[src/rtl/l2_bus_pkg.sv]
// Shared types and encodings for the L2 bus arbiter: FSM states, L2 opcodes and hit codes.
package l2_bus_pkg;

  typedef enum logic [2:0] {
    IDLE      = 3'd0,
    LOAD      = 3'd1,
    STORE     = 3'd2,
    MISS_WAIT = 3'd3,
    RESP      = 3'd4
  } arb_state_t;

  localparam logic [6:0] OPC_LOAD  = 7'b0000011;
  localparam logic [6:0] OPC_STORE = 7'b0100011;
  localparam logic [6:0] OPC_NONE  = 7'b0000000;

  localparam logic [1:0] HIT     = 2'b10;
  localparam logic [1:0] MISS    = 2'b01;
  localparam logic [1:0] NEUTRAL = 2'b00;

endpackage

[src/rtl/rr_priority_picker.sv]
// Combinational round-robin pick: first asserted request at or after ptr, wrapping around.
module rr_priority_picker #(
  parameter int N  = 2,
  parameter int IW = 1
) (
  input  logic [N-1:0]  req,
  input  logic [IW-1:0] ptr,
  output logic [N-1:0]  grant,
  output logic [IW-1:0] idx,
  output logic          any
);

  logic [IW-1:0] cidx;

  always_comb begin
    grant = '0;
    idx   = '0;
    any   = 1'b0;
    cidx  = '0;
    for (int i = 0; i < N; i++) begin
      cidx = IW'((int'(ptr) + i) % N);
      if (!any && req[cidx]) begin
        any         = 1'b1;
        grant[cidx] = 1'b1;
        idx         = cidx;
      end
    end
  end

endmodule

[src/rtl/l2_bus_arbiter.sv]
// Round-robin sequencer sharing the single L2 port among NUM_CORES L1 controllers,
// one outstanding request at a time, with miss refill wait and timeout error response.
module l2_bus_arbiter
  import l2_bus_pkg::*;
#(
  parameter int NUM_CORES    = 2,
  parameter int ADDR_W       = 32,
  parameter int DATA_W       = 32,
  parameter int MISS_TIMEOUT = 64
) (
  input  logic                          clk,
  input  logic                          reset,
  input  logic [NUM_CORES-1:0]          req_valid,
  input  logic [NUM_CORES-1:0]          req_is_store,
  input  logic [NUM_CORES*ADDR_W-1:0]   req_addr,
  input  logic [NUM_CORES*DATA_W-1:0]   req_data,
  output logic [NUM_CORES-1:0]          req_ready,
  output logic [NUM_CORES-1:0]          rsp_valid,
  output logic [DATA_W-1:0]             rsp_data,
  output logic                          rsp_err,
  output logic [6:0]                    l2_opcode,
  output logic                          l2_flush,
  output logic [ADDR_W-1:0]             l2_bus_address,
  output logic [DATA_W-1:0]             l2_bus_data,
  output logic [23:0]                   l2_bus_tag,
  input  logic [1:0]                    l2_hit,
  input  logic [DATA_W-1:0]             l2_data,
  output logic                          busy,
  output arb_state_t                    state_dbg
);

  localparam int IDX_W = (NUM_CORES > 1) ? $clog2(NUM_CORES) : 1;
  localparam int CNT_W = (MISS_TIMEOUT > 1) ? $clog2(MISS_TIMEOUT) : 1;

  arb_state_t        state;
  logic [IDX_W-1:0]  rr_ptr;
  logic [IDX_W-1:0]  core_id;
  logic [CNT_W-1:0]  miss_cnt;

  logic [NUM_CORES-1:0] pick_grant;
  logic [IDX_W-1:0]     pick_idx;
  logic                 pick_any;

  rr_priority_picker #(
    .N  (NUM_CORES),
    .IW (IDX_W)
  ) u_picker (
    .req   (req_valid),
    .ptr   (rr_ptr),
    .grant (pick_grant),
    .idx   (pick_idx),
    .any   (pick_any)
  );

  // Handshake: a request on core i is accepted in the cycle where req_valid[i] and
  // req_ready[i] are both high; req_ready only pulses while IDLE, so a request is
  // accepted at most once and the requester must hold req_valid until then.
  assign req_ready  = (state == IDLE && !reset) ? pick_grant : '0;
  assign l2_bus_tag = l2_bus_address[ADDR_W-1:ADDR_W-24];
  assign busy       = (state != IDLE);
  assign state_dbg  = state;

  always_ff @(posedge clk) begin
    if (reset) begin
      state          <= IDLE;
      rr_ptr         <= '0;
      core_id        <= '0;
      miss_cnt       <= '0;
      rsp_valid      <= '0;
      rsp_data       <= '0;
      rsp_err        <= 1'b0;
      l2_opcode      <= OPC_NONE;
      l2_flush       <= 1'b0;
      l2_bus_address <= '0;
      l2_bus_data    <= '0;
    end else begin
      rsp_valid <= '0;
      l2_flush  <= 1'b0;
      unique case (state)
        IDLE: begin
          if (pick_any) begin
            core_id        <= pick_idx;
            l2_bus_address <= req_addr[pick_idx*ADDR_W +: ADDR_W];
            l2_bus_data    <= req_data[pick_idx*DATA_W +: DATA_W];
            if (req_is_store[pick_idx]) begin
              state     <= STORE;
              l2_flush  <= 1'b1;
              l2_opcode <= OPC_NONE;
            end else begin
              state     <= LOAD;
              l2_opcode <= OPC_LOAD;
            end
          end
        end
        STORE: begin
          state     <= RESP;
          rsp_valid <= NUM_CORES'(1) << core_id;
          rsp_data  <= '0;
          rsp_err   <= 1'b0;
        end
        LOAD: begin
          // Anything other than a hit here, including the illegal neutral code, waits for refill.
          if (l2_hit == HIT) begin
            state     <= RESP;
            rsp_valid <= NUM_CORES'(1) << core_id;
            rsp_data  <= l2_data;
            rsp_err   <= 1'b0;
            l2_opcode <= OPC_NONE;
          end else begin
            state    <= MISS_WAIT;
            miss_cnt <= '0;
          end
        end
        MISS_WAIT: begin
          if (l2_hit == HIT) begin
            state     <= RESP;
            rsp_valid <= NUM_CORES'(1) << core_id;
            rsp_data  <= l2_data;
            rsp_err   <= 1'b0;
            l2_opcode <= OPC_NONE;
          end else if (miss_cnt == CNT_W'(MISS_TIMEOUT - 1)) begin
            state     <= RESP;
            rsp_valid <= NUM_CORES'(1) << core_id;
            rsp_data  <= '0;
            rsp_err   <= 1'b1;
            l2_opcode <= OPC_NONE;
          end else begin
            miss_cnt <= miss_cnt + 1'b1;
          end
        end
        RESP: begin
          state          <= IDLE;
          rr_ptr         <= (core_id == IDX_W'(NUM_CORES - 1)) ? '0 : core_id + 1'b1;
          rsp_data       <= '0;
          rsp_err        <= 1'b0;
          l2_opcode      <= OPC_NONE;
          l2_bus_address <= '0;
          l2_bus_data    <= '0;
        end
        default: state <= IDLE;
      endcase
    end
  end

endmodule

[config.mk]
export PLATFORM = sky130hd
export DESIGN_NAME = l2_bus_arbiter
export DESIGN_NICKNAME = d
export VERILOG_FILES = /design/src/rtl/l2_bus_pkg.sv /design/src/rtl/rr_priority_picker.sv /design/src/rtl/l2_bus_arbiter.sv
export SDC_FILE = /design/constraint.sdc
export NUM_CORES = 1
export LEC_CHECK = 0
export BUFFER_PORTS_ARGS = -buffer_cell sky130_fd_sc_hd__buf_2
export CAP_MARGIN = 0
export CORE_AREA = 4 4 118 120
export DETAILED_ROUTE_END_ITERATION = 8
export DIE_AREA = 0 0 122 124
export PLACE_DENSITY = 0.83
export SLEW_MARGIN = 20
export SYNTH_ARGS = -nofsm -noshare
export SYNTH_HDL_FRONTEND = slang
export SYNTH_HIERARCHICAL = 1
export SYNTH_SLANG_ARGS = --single-unit
export TNS_END_PERCENT = 20
[constraint.sdc]
create_clock -name clk -period 2.6 [get_ports clk]
set_clock_uncertainty 0.15 [all_clocks]
set_input_delay 0.13 -clock clk [delete_from_list [all_inputs] [get_ports clk]]
set_output_delay 0.13 -clock clk [all_outputs]
set_load 0.01 [all_outputs]
==> metrics.txt, run 1 <==
# TYPE chip_impl_metric gauge
chip_impl_metric{name="detailed_place_hpwl",unit="µm"} 11800
chip_impl_metric{name="placeableCoreArea",unit="mm²"} 0.0130
chip_impl_metric{name="timing_hold_violations_final",unit=""} 0
chip_impl_info{name="synth_ff_type",value="sky130_fd_sc_hd__dfxtp_1"} 1
chip_impl_metric{name="std_cell_rows",unit=""} 42
chip_impl_metric{name="critPathRequiredTime",unit="ps"} 2660
chip_impl_metric{name="synth-seq-cells",unit=""} 112
chip_impl_metric{name="timing.critical_path.slowest_cell_delay",unit="ps"} 560
chip_impl_metric{name="area.growth.synth_to_final",unit="%"} 52.8
chip_impl_metric{name="cts_resized",unit=""} 0
chip_impl_metric{name="leakage_dissipation",unit="nW"} 3.97
chip_impl_metric{name="grt_start_max_net_pins",unit=""} 54
chip_impl_metric{name="die_w",unit="µm"} 122
chip_impl_metric{name="power.density",unit="mW/mm²"} 683
chip_impl_metric{name="route.vias.total",unit=""} 5480
chip_impl_metric{name="synth.yosys.warnings",unit=""} 6
chip_impl_metric{name="design.portCount",unit=""} 305
chip_impl_metric{name="syn_area",unit="mm²"} 0.00524
chip_impl_metric{name="dp.cells",unit=""} 975
chip_impl_info{name="crit_chain",value="inv_1, a21boi_4, buf_12, mux2_2, dlygate4sd3_1, a22oi_1, nor2_1"} 1
chip_impl_metric{name="drt-pass1-iter-count",unit=""} 4
chip_impl_metric{name="drt_iter0_drc",unit=""} 270
chip_impl_metric{name="dieHeight",unit="µm"} 124
chip_impl_metric{name="final-setup-viol-count",unit=""} 0
chip_impl_metric{name="post_synth_num_cell_types",unit=""} 43
chip_impl_info{name="cpMaxStageDelayCell",value="sky130_fd_sc_hd__dlygate4sd3_1"} 1
chip_impl_metric{name="antenna_left",unit=""} 0
chip_impl_info{name="hp-class",value="in2reg"} 1
chip_impl_metric{name="max_clock_freq",unit="MHz"} 413
chip_impl_metric{name="final-instance-count-excl-fill",unit=""} 1092
chip_impl_metric{name="htreeDepth",unit=""} 3
chip_impl_metric{name="routabilityCongestion",unit=""} 0.779
chip_impl_metric{name="worst_setup_hold_path_clk_slew",unit="ps"} 80
chip_impl_metric{name="timing.final.max_slew_violations",unit=""} 0
chip_impl_metric{name="globalRouteOverflowTotal",unit=""} 0
chip_impl_metric{name="layout-drive-gt1-share",unit="%"} 43.8
chip_impl_info{name="setup_repair_after_global_routing_missed_its_margin",value="false"} 1
chip_impl_info{name="synth_top_cells_by_area",value="sky130_fd_sc_hd__dfxtp_1 (43%), sky130_fd_sc_hd__mux2_2 (14%), sky130_fd_sc_hd__a22oi_1 (9.2%)"} 1
chip_impl_metric{name="worst_ep_arrival_time",unit="ps"} 2490
chip_impl_metric{name="clock_buffers_created_by_tritoncts",unit=""} 9
chip_impl_metric{name="initial_utilization",unit="%"} 40.3
chip_impl_metric{name="postCtsHoldBufs",unit=""} 99
chip_impl_metric{name="overall_fraction_of_global_route_tracks_in_use",unit="%"} 22.3
chip_impl_metric{name="nNetsFinal",unit=""} 1078
chip_impl_metric{name="p_total",unit="mW"} 5.47
chip_impl_info{name="setup.worst_path.start_class",value="register"} 1
chip_impl_metric{name="clkLatencyLatePin",unit="ps"} 350
chip_impl_metric{name="remaining_routing_drc_violations",unit=""} 0
chip_impl_metric{name="cap_viol_max_count",unit=""} 0
chip_impl_metric{name="worst-r2r-cell-count",unit=""} 7
chip_impl_metric{name="synth-seq-area-share",unit="%"} 42.8
chip_impl_info{name="clock_tree_from_tritoncts",value="built"} 1
chip_impl_metric{name="design.die.area",unit="mm²"} 0.0151
chip_impl_metric{name="cp_num_cells",unit=""} 7
chip_impl_info{name="yosysMostFrequentCell",value="sky130_fd_sc_hd__dfxtp_1"} 1
chip_impl_metric{name="layout_min_cycle_time",unit="ps"} 2420
chip_impl_info{name="synth_top_area_cell",value="sky130_fd_sc_hd__dfxtp_1"} 1
chip_impl_info{name="critPathCaptureType",value="register"} 1
chip_impl_info{name="netlist_top_cells_count",value="sky130_fd_sc_hd__dfxtp_1 (112), sky130_fd_sc_hd__nand2_1 (72), sky130_fd_sc_hd__nor2_1 (72)"} 1
chip_impl_metric{name="timing.critical_path.buf_inv",unit=""} 3
chip_impl_metric{name="grt_first_pass_wirelength",unit="µm"} 26400
chip_impl_metric{name="viasPerCell",unit=""} 5.02
chip_impl_metric{name="max_slew_margin",unit="%"} 54.6
chip_impl_metric{name="clock_tree.buffer_depth",unit=""} 2
chip_impl_metric{name="synthesis.instances",unit=""} 556
chip_impl_metric{name="number_of_global_route_vias_before_repair",unit=""} 5251
chip_impl_metric{name="final_routed_wirelength",unit="µm"} 17900
chip_impl_metric{name="timing.critical_path.fanout_max",unit=""} 53
chip_impl_metric{name="port_buffers",unit=""} 299
chip_impl_metric{name="cts_sinks",unit=""} 112
chip_impl_info{name="cts_root_buf",value="sky130_fd_sc_hd__clkbuf_16"} 1
chip_impl_metric{name="worst-slew-pin-transition",unit="ps"} 679
chip_impl_metric{name="routedWlPerCell",unit="µm"} 16.4
chip_impl_metric{name="synth.avg_cell_area",unit="µm²"} 9.42
chip_impl_metric{name="fin_crit_sh",unit="%"} 93.2
chip_impl_info{name="criticalPathCategory",value="reg2reg"} 1
chip_impl_metric{name="synth-edff-count",unit=""} 0
chip_impl_metric{name="yosys.area.top_type_share",unit="%"} 42.8
chip_impl_metric{name="cts_setup_buffers",unit=""} 0
chip_impl_metric{name="synth-async-reset-ratio",unit="%"} 0
chip_impl_info{name="critical-path-top-delay-family",value="buffers and inverters"} 1
chip_impl_metric{name="grt_antenna_before_repair",unit=""} 3
chip_impl_info{name="result_of_the_run",value="finished clean"} 1
chip_impl_metric{name="hold_path_depth",unit=""} 4
chip_impl_metric{name="vdd.ir_drop.worst",unit="µV"} 355
chip_impl_metric{name="timing.setup.tns",unit="ps"} 0
==> worst paths after layout <==
check                  startpoint                         endpoint  slack (ps)
max           rr_ptr$_SDFFE_PP0N_  l2_bus_address[29]$_SDFFE_PP0P_         180
min                  req_data[57]     l2_bus_data[25]$_SDFFE_PP0P_           6
max reg2reg   rr_ptr$_SDFFE_PP0N_  l2_bus_address[29]$_SDFFE_PP0P_         180
min reg2reg  core_id$_SDFFE_PP0P_          rsp_valid[1]$_SDFF_PP0_         300
==> flip-flops by register name, indices dropped and copies added, names as in the netlist <==
| signal | flops |
|---|---|
| l2_bus_address | 32 |
| l2_bus_data | 32 |
| rsp_data | 32 |
| miss_cnt | 6 |
| state_dbg | 3 |
| rsp_valid | 2 |
| core_id | 1 |
| l2_flush | 1 |
| l2_opcode | 1 |
| rr_ptr | 1 |
| rsp_err | 1 |
==> per-layer routing <==
layer / up-vias / part of all wire, % / global-route usage [%]
met5: - / 0.10 / 0
met4: 2 / 3.3 / 9.52
met3: 48 / 8.1 / 5.95
met2: 246 / 52 / 41.3
met1: 2576 / 37 / 23.8
li1: 2608 / - / -
==> kinds of logic after synthesis <==
group                    after synthesis  synth area share, %
AO/OA/AOI/OAI                         91                 12.7
XOR/XNOR                               1                0.167
adder cells (fa/ha/maj)                1                0.239
buffers and inverters                 76                 9.37
flip-flops                           112                 42.8
multiplexers                          99                 20.5
other                                  1               0.0716
AND/OR/NAND/NOR                      175                 14.1
==> worst reg2reg max path, cell delays in order, from the launching register on <==
cell	delay (ps)
sky130_fd_sc_hd__dfxtp_1	350
sky130_fd_sc_hd__inv_1	80
sky130_fd_sc_hd__a21boi_4	200
sky130_fd_sc_hd__buf_12	290
sky130_fd_sc_hd__mux2_2	400
sky130_fd_sc_hd__dlygate4sd3_1	560
sky130_fd_sc_hd__a22oi_1	190
sky130_fd_sc_hd__nor2_1	60
==> final cells by class <==
type                       instances  area (µm²)
inverter                           5        18.8
clock buffer                       9         225
timing repair buffer             409        2630
sequential                       112        2240
tap                              176         220
multi-input combinational        372        2560
antenna                            2        5.00
fill                            1033        4980
clock inverter                     7         100
==> power by group <==
group	internal [mW]	switching, mW
logic	0.881	0.969
clock network	0.781	0.700
registers	1.97	0.169
total	3.63	1.84
==> metrics by stage <==
stage	worst slack, ps	cell area, µm²	hold WS, ps	util (%)
after detailed placement	601	6680	229	51.5
after global placement	652	6680	224	51.5
final	176	8000	5.62	61.6
after global routing	79.7	8000	2.33	61.6
after CTS	214	8000	0.162	61.6
after floorplan	541	5250	119	-
==> placed cells by master (no fill, tap or decap), types with 2 or more instances in the layout <==
cell type and n:
sky130_fd_sc_hd__nor2_1 72, sky130_fd_sc_hd__nand3_1 3, sky130_fd_sc_hd__nand2b_1 2, sky130_fd_sc_hd__o21ai_1 2
sky130_fd_sc_hd__diode_2 2, sky130_fd_sc_hd__dlygate4sd3_1 99, sky130_fd_sc_hd__nor3_1 3, sky130_fd_sc_hd__buf_12 5
sky130_fd_sc_hd__dfxtp_1 112, sky130_fd_sc_hd__clkbuf_16 9, sky130_fd_sc_hd__a21boi_0 3, sky130_fd_sc_hd__conb_1 5
sky130_fd_sc_hd__mux2_2 64, sky130_fd_sc_hd__o21ai_0 5, sky130_fd_sc_hd__inv_1 4, sky130_fd_sc_hd__a21oi_1 7
sky130_fd_sc_hd__nand2_1 72, sky130_fd_sc_hd__buf_4 6, sky130_fd_sc_hd__and2_1 2, sky130_fd_sc_hd__clkinv_8 2
sky130_fd_sc_hd__buf_2 299, sky130_fd_sc_hd__nor2b_1 2, sky130_fd_sc_hd__a22oi_1 64, sky130_fd_sc_hd__or2_2 2
sky130_fd_sc_hd__or4_1 2, sky130_fd_sc_hd__or3_1 4, sky130_fd_sc_hd__inv_6 2, sky130_fd_sc_hd__o31ai_1 3
sky130_fd_sc_hd__nand3b_1 2, sky130_fd_sc_hd__mux2i_1 35
Note: power is estimated with default switching activity, not from simulation.
==> run 2, diff against run 1 <==
--- a/config.mk
+++ b/config.mk
@@ -11,6 +11,7 @@
 export DETAILED_ROUTE_END_ITERATION = 8
 export DIE_AREA = 0 0 122 124
 export PLACE_DENSITY = 0.83
+export RECOVER_POWER = 25
 export SLEW_MARGIN = 20
 export SYNTH_ARGS = -nofsm -noshare
 export SYNTH_HDL_FRONTEND = slang
==> run 2 against run 1 <==
  * Combinational power fell by 2%
  * Non-clock buffer count unchanged
  * Final area fell by 0.99%
  * Register-to-register slack barely moved
  * Die area unchanged
  * Sequential cell count stayed put
  * Worst setup slack improved by 5.3 ps
  * Maximum frequency increased by 0.22%
  * Via count is 1.0% lower
  * Power shrank 0.41%
  * Largest power group unchanged
  * Highest routed layer unchanged
==> metrics.txt, run 2 (synthesized netlist as in run 1, its figures left out) <==
# TYPE chip_impl_metric gauge
chip_impl_info{name="result_of_the_run",value="finished clean"} 1
chip_impl_info{name="crit_chain",value="inv_1, a21boi_4, buf_12, mux2_2, dlygate4sd3_1, a22oi_1, nor2_1"} 1
chip_impl_metric{name="clock_buffers_created_by_tritoncts",unit=""} 9
chip_impl_info{name="setup.worst_path.start_class",value="register"} 1
chip_impl_metric{name="timing.setup.tns",unit="ps"} 0
chip_impl_metric{name="final_routed_wirelength",unit="µm"} 17900
chip_impl_metric{name="grt_antenna_before_repair",unit=""} 3
chip_impl_metric{name="dp.cells",unit=""} 975
chip_impl_metric{name="clock_tree.buffer_depth",unit=""} 2
chip_impl_metric{name="worst_ep_arrival_time",unit="ps"} 2480
chip_impl_metric{name="max_slew_margin",unit="%"} 54.6
chip_impl_metric{name="die_w",unit="µm"} 122
chip_impl_metric{name="timing.final.max_slew_violations",unit=""} 0
chip_impl_metric{name="dieHeight",unit="µm"} 124
chip_impl_metric{name="timing.critical_path.slowest_cell_delay",unit="ps"} 560
chip_impl_info{name="final_common_cell",value="sky130_fd_sc_hd__buf_2"} 1
chip_impl_metric{name="vdd.ir_drop.worst",unit="µV"} 356
chip_impl_metric{name="initial_utilization",unit="%"} 40.3
chip_impl_metric{name="routedWlPerCell",unit="µm"} 16.5
chip_impl_metric{name="final-setup-viol-count",unit=""} 0
chip_impl_info{name="critPathCaptureType",value="register"} 1
chip_impl_metric{name="globalRouteOverflowTotal",unit=""} 0
chip_impl_metric{name="drt-pass1-iter-count",unit=""} 5
chip_impl_metric{name="routabilityCongestion",unit=""} 0.779
chip_impl_metric{name="cts_resized",unit=""} 0
chip_impl_metric{name="cts_sinks",unit=""} 112
chip_impl_metric{name="final-instance-count-excl-fill",unit=""} 1091
chip_impl_metric{name="max_clock_freq",unit="MHz"} 413
chip_impl_metric{name="critPathRequiredTime",unit="ps"} 2670
chip_impl_metric{name="placeableCoreArea",unit="mm²"} 0.0130
chip_impl_metric{name="worst_setup_hold_path_clk_slew",unit="ps"} 80
chip_impl_metric{name="grt_start_max_net_pins",unit=""} 54
chip_impl_metric{name="num-fill-cells",unit=""} 1073
chip_impl_metric{name="std_cell_rows",unit=""} 42
chip_impl_metric{name="htreeDepth",unit=""} 3
chip_impl_info{name="hp-class",value="in2reg"} 1
chip_impl_metric{name="clkLatencyLatePin",unit="ps"} 350
chip_impl_metric{name="nNetsFinal",unit=""} 1078
chip_impl_metric{name="grt_first_pass_wirelength",unit="µm"} 26400
chip_impl_metric{name="detailed_place_hpwl",unit="µm"} 11800
chip_impl_info{name="largest_registers",value="l2_bus_address x32, l2_bus_data x32, rsp_data x32"} 1
chip_impl_metric{name="postCtsHoldBufs",unit=""} 99
chip_impl_metric{name="worst-slew-pin-transition",unit="ps"} 679
chip_impl_info{name="cpMaxStageDelayCell",value="sky130_fd_sc_hd__dlygate4sd3_1"} 1
chip_impl_metric{name="remaining_routing_drc_violations",unit=""} 0
chip_impl_metric{name="leakage_dissipation",unit="nW"} 3.73
chip_impl_metric{name="port_buffers",unit=""} 299
chip_impl_metric{name="fin_crit_sh",unit="%"} 93.0
chip_impl_metric{name="area.growth.synth_to_final",unit="%"} 51.3
chip_impl_info{name="clock_tree_from_tritoncts",value="built"} 1
chip_impl_metric{name="power.density",unit="mW/mm²"} 687
chip_impl_info{name="most_frequent_cells_in_the_layout",value="sky130_fd_sc_hd__buf_2 (238), sky130_fd_sc_hd__dfxtp_1 (112), sky130_fd_sc_hd__dlygate4sd3_1 (99)"} 1
chip_impl_metric{name="cts_setup_buffers",unit=""} 0
chip_impl_metric{name="drt_iter0_drc",unit=""} 268
chip_impl_info{name="setup_repair_after_global_routing_missed_its_margin",value="false"} 1
chip_impl_metric{name="p_total",unit="mW"} 5.44
chip_impl_metric{name="timing.critical_path.fanout_max",unit=""} 53
chip_impl_metric{name="antenna_left",unit=""} 0
chip_impl_metric{name="layout-drive-gt1-share",unit="%"} 37.1
chip_impl_metric{name="timing.hold.ws",unit="ps"} 4.72
chip_impl_metric{name="layout_min_cycle_time",unit="ps"} 2420
chip_impl_metric{name="cap_viol_max_count",unit=""} 0
chip_impl_metric{name="design.die.area",unit="mm²"} 0.0151
chip_impl_metric{name="timing_hold_violations_final",unit=""} 0
chip_impl_metric{name="overall_fraction_of_global_route_tracks_in_use",unit="%"} 22.3
chip_impl_metric{name="number_of_global_route_vias_before_repair",unit=""} 5251
chip_impl_metric{name="route.vias.total",unit=""} 5424
chip_impl_metric{name="viasPerCell",unit=""} 4.97
chip_impl_metric{name="design.portCount",unit=""} 305
chip_impl_info{name="criticalPathCategory",value="reg2reg"} 1
chip_impl_info{name="cts_root_buf",value="sky130_fd_sc_hd__clkbuf_16"} 1
-- run 2: final cells by class --
type / instances / area [µm²] / area share (%)
repair buffers: 409 / 2560 / 32.3
clock buffers: 9 / 225 / 2.84
flip-flops and latches: 112 / 2240 / 28.3
diodes: 1 / 2.50 / 0.0316
clock inverters: 7 / 100 / 1.26
multi-input cells: 372 / 2560 / 32.3
inverters: 5 / 18.8 / 0.237
well taps: 176 / 220 / 2.78
-- run 2: metal layers --
metal / up-vias / track usage [%] / wire length (µm)
li1: 2607 / - / -
met1: 2524 / 23.8 / 6690
met2: 244 / 41.3 / 9300
met3: 47 / 5.95 / 1420
met4: 2 / 9.52 / 523
met5: - / 0 / 18
-- run 2: where the power goes --
| part | switching (mW) | internal (mW) | leakage, nW | total, mW |
|---|---|---|---|---|
| sequential | 0.172 | 1.97 | 0.918 | 2.14 |
| combinational | 0.970 | 0.844 | 2.65 | 1.81 |
| clock | 0.710 | 0.781 | 0.158 | 1.49 |
-- run 2: stage by stage --
stage / setup WS, ps / cell area [µm²] / utilization (%)
after floorplan: 541 / 5250 / -
after global placement: 652 / 6680 / 51.5
after detailed placement: 601 / 6680 / 51.5
after CTS: 214 / 8000 / 61.6
after global routing: 79.7 / 7920 / 61.0
final: 181 / 7920 / 61.0
-- run 2: final timing paths --
| path | from | end | slack [ps] | cells past startpoint |
|---|---|---|---|---|
| hold reg to reg | core_id$_SDFFE_PP0P_ | rsp_valid[1]$_SDFF_PP0_ | 300 | 2 |
| setup reg to reg | rr_ptr$_SDFFE_PP0N_ | l2_bus_address[29]$_SDFFE_PP0P_ | 180 | 7 |
| setup / recovery | rr_ptr$_SDFFE_PP0N_ | l2_bus_address[29]$_SDFFE_PP0P_ | 180 | 7 |
| hold / removal | req_data[57] | l2_bus_data[25]$_SDFFE_PP0P_ | 5 | 4 |
-- run 2: worst max-delay path: cells and delay by family, from the launching register on --
family / cells / cell delay (ps)
buf+inv: 3 / 920
compound gates: 2 / 390
mux: 1 / 380
flops: 1 / 350
simple gates: 1 / 60
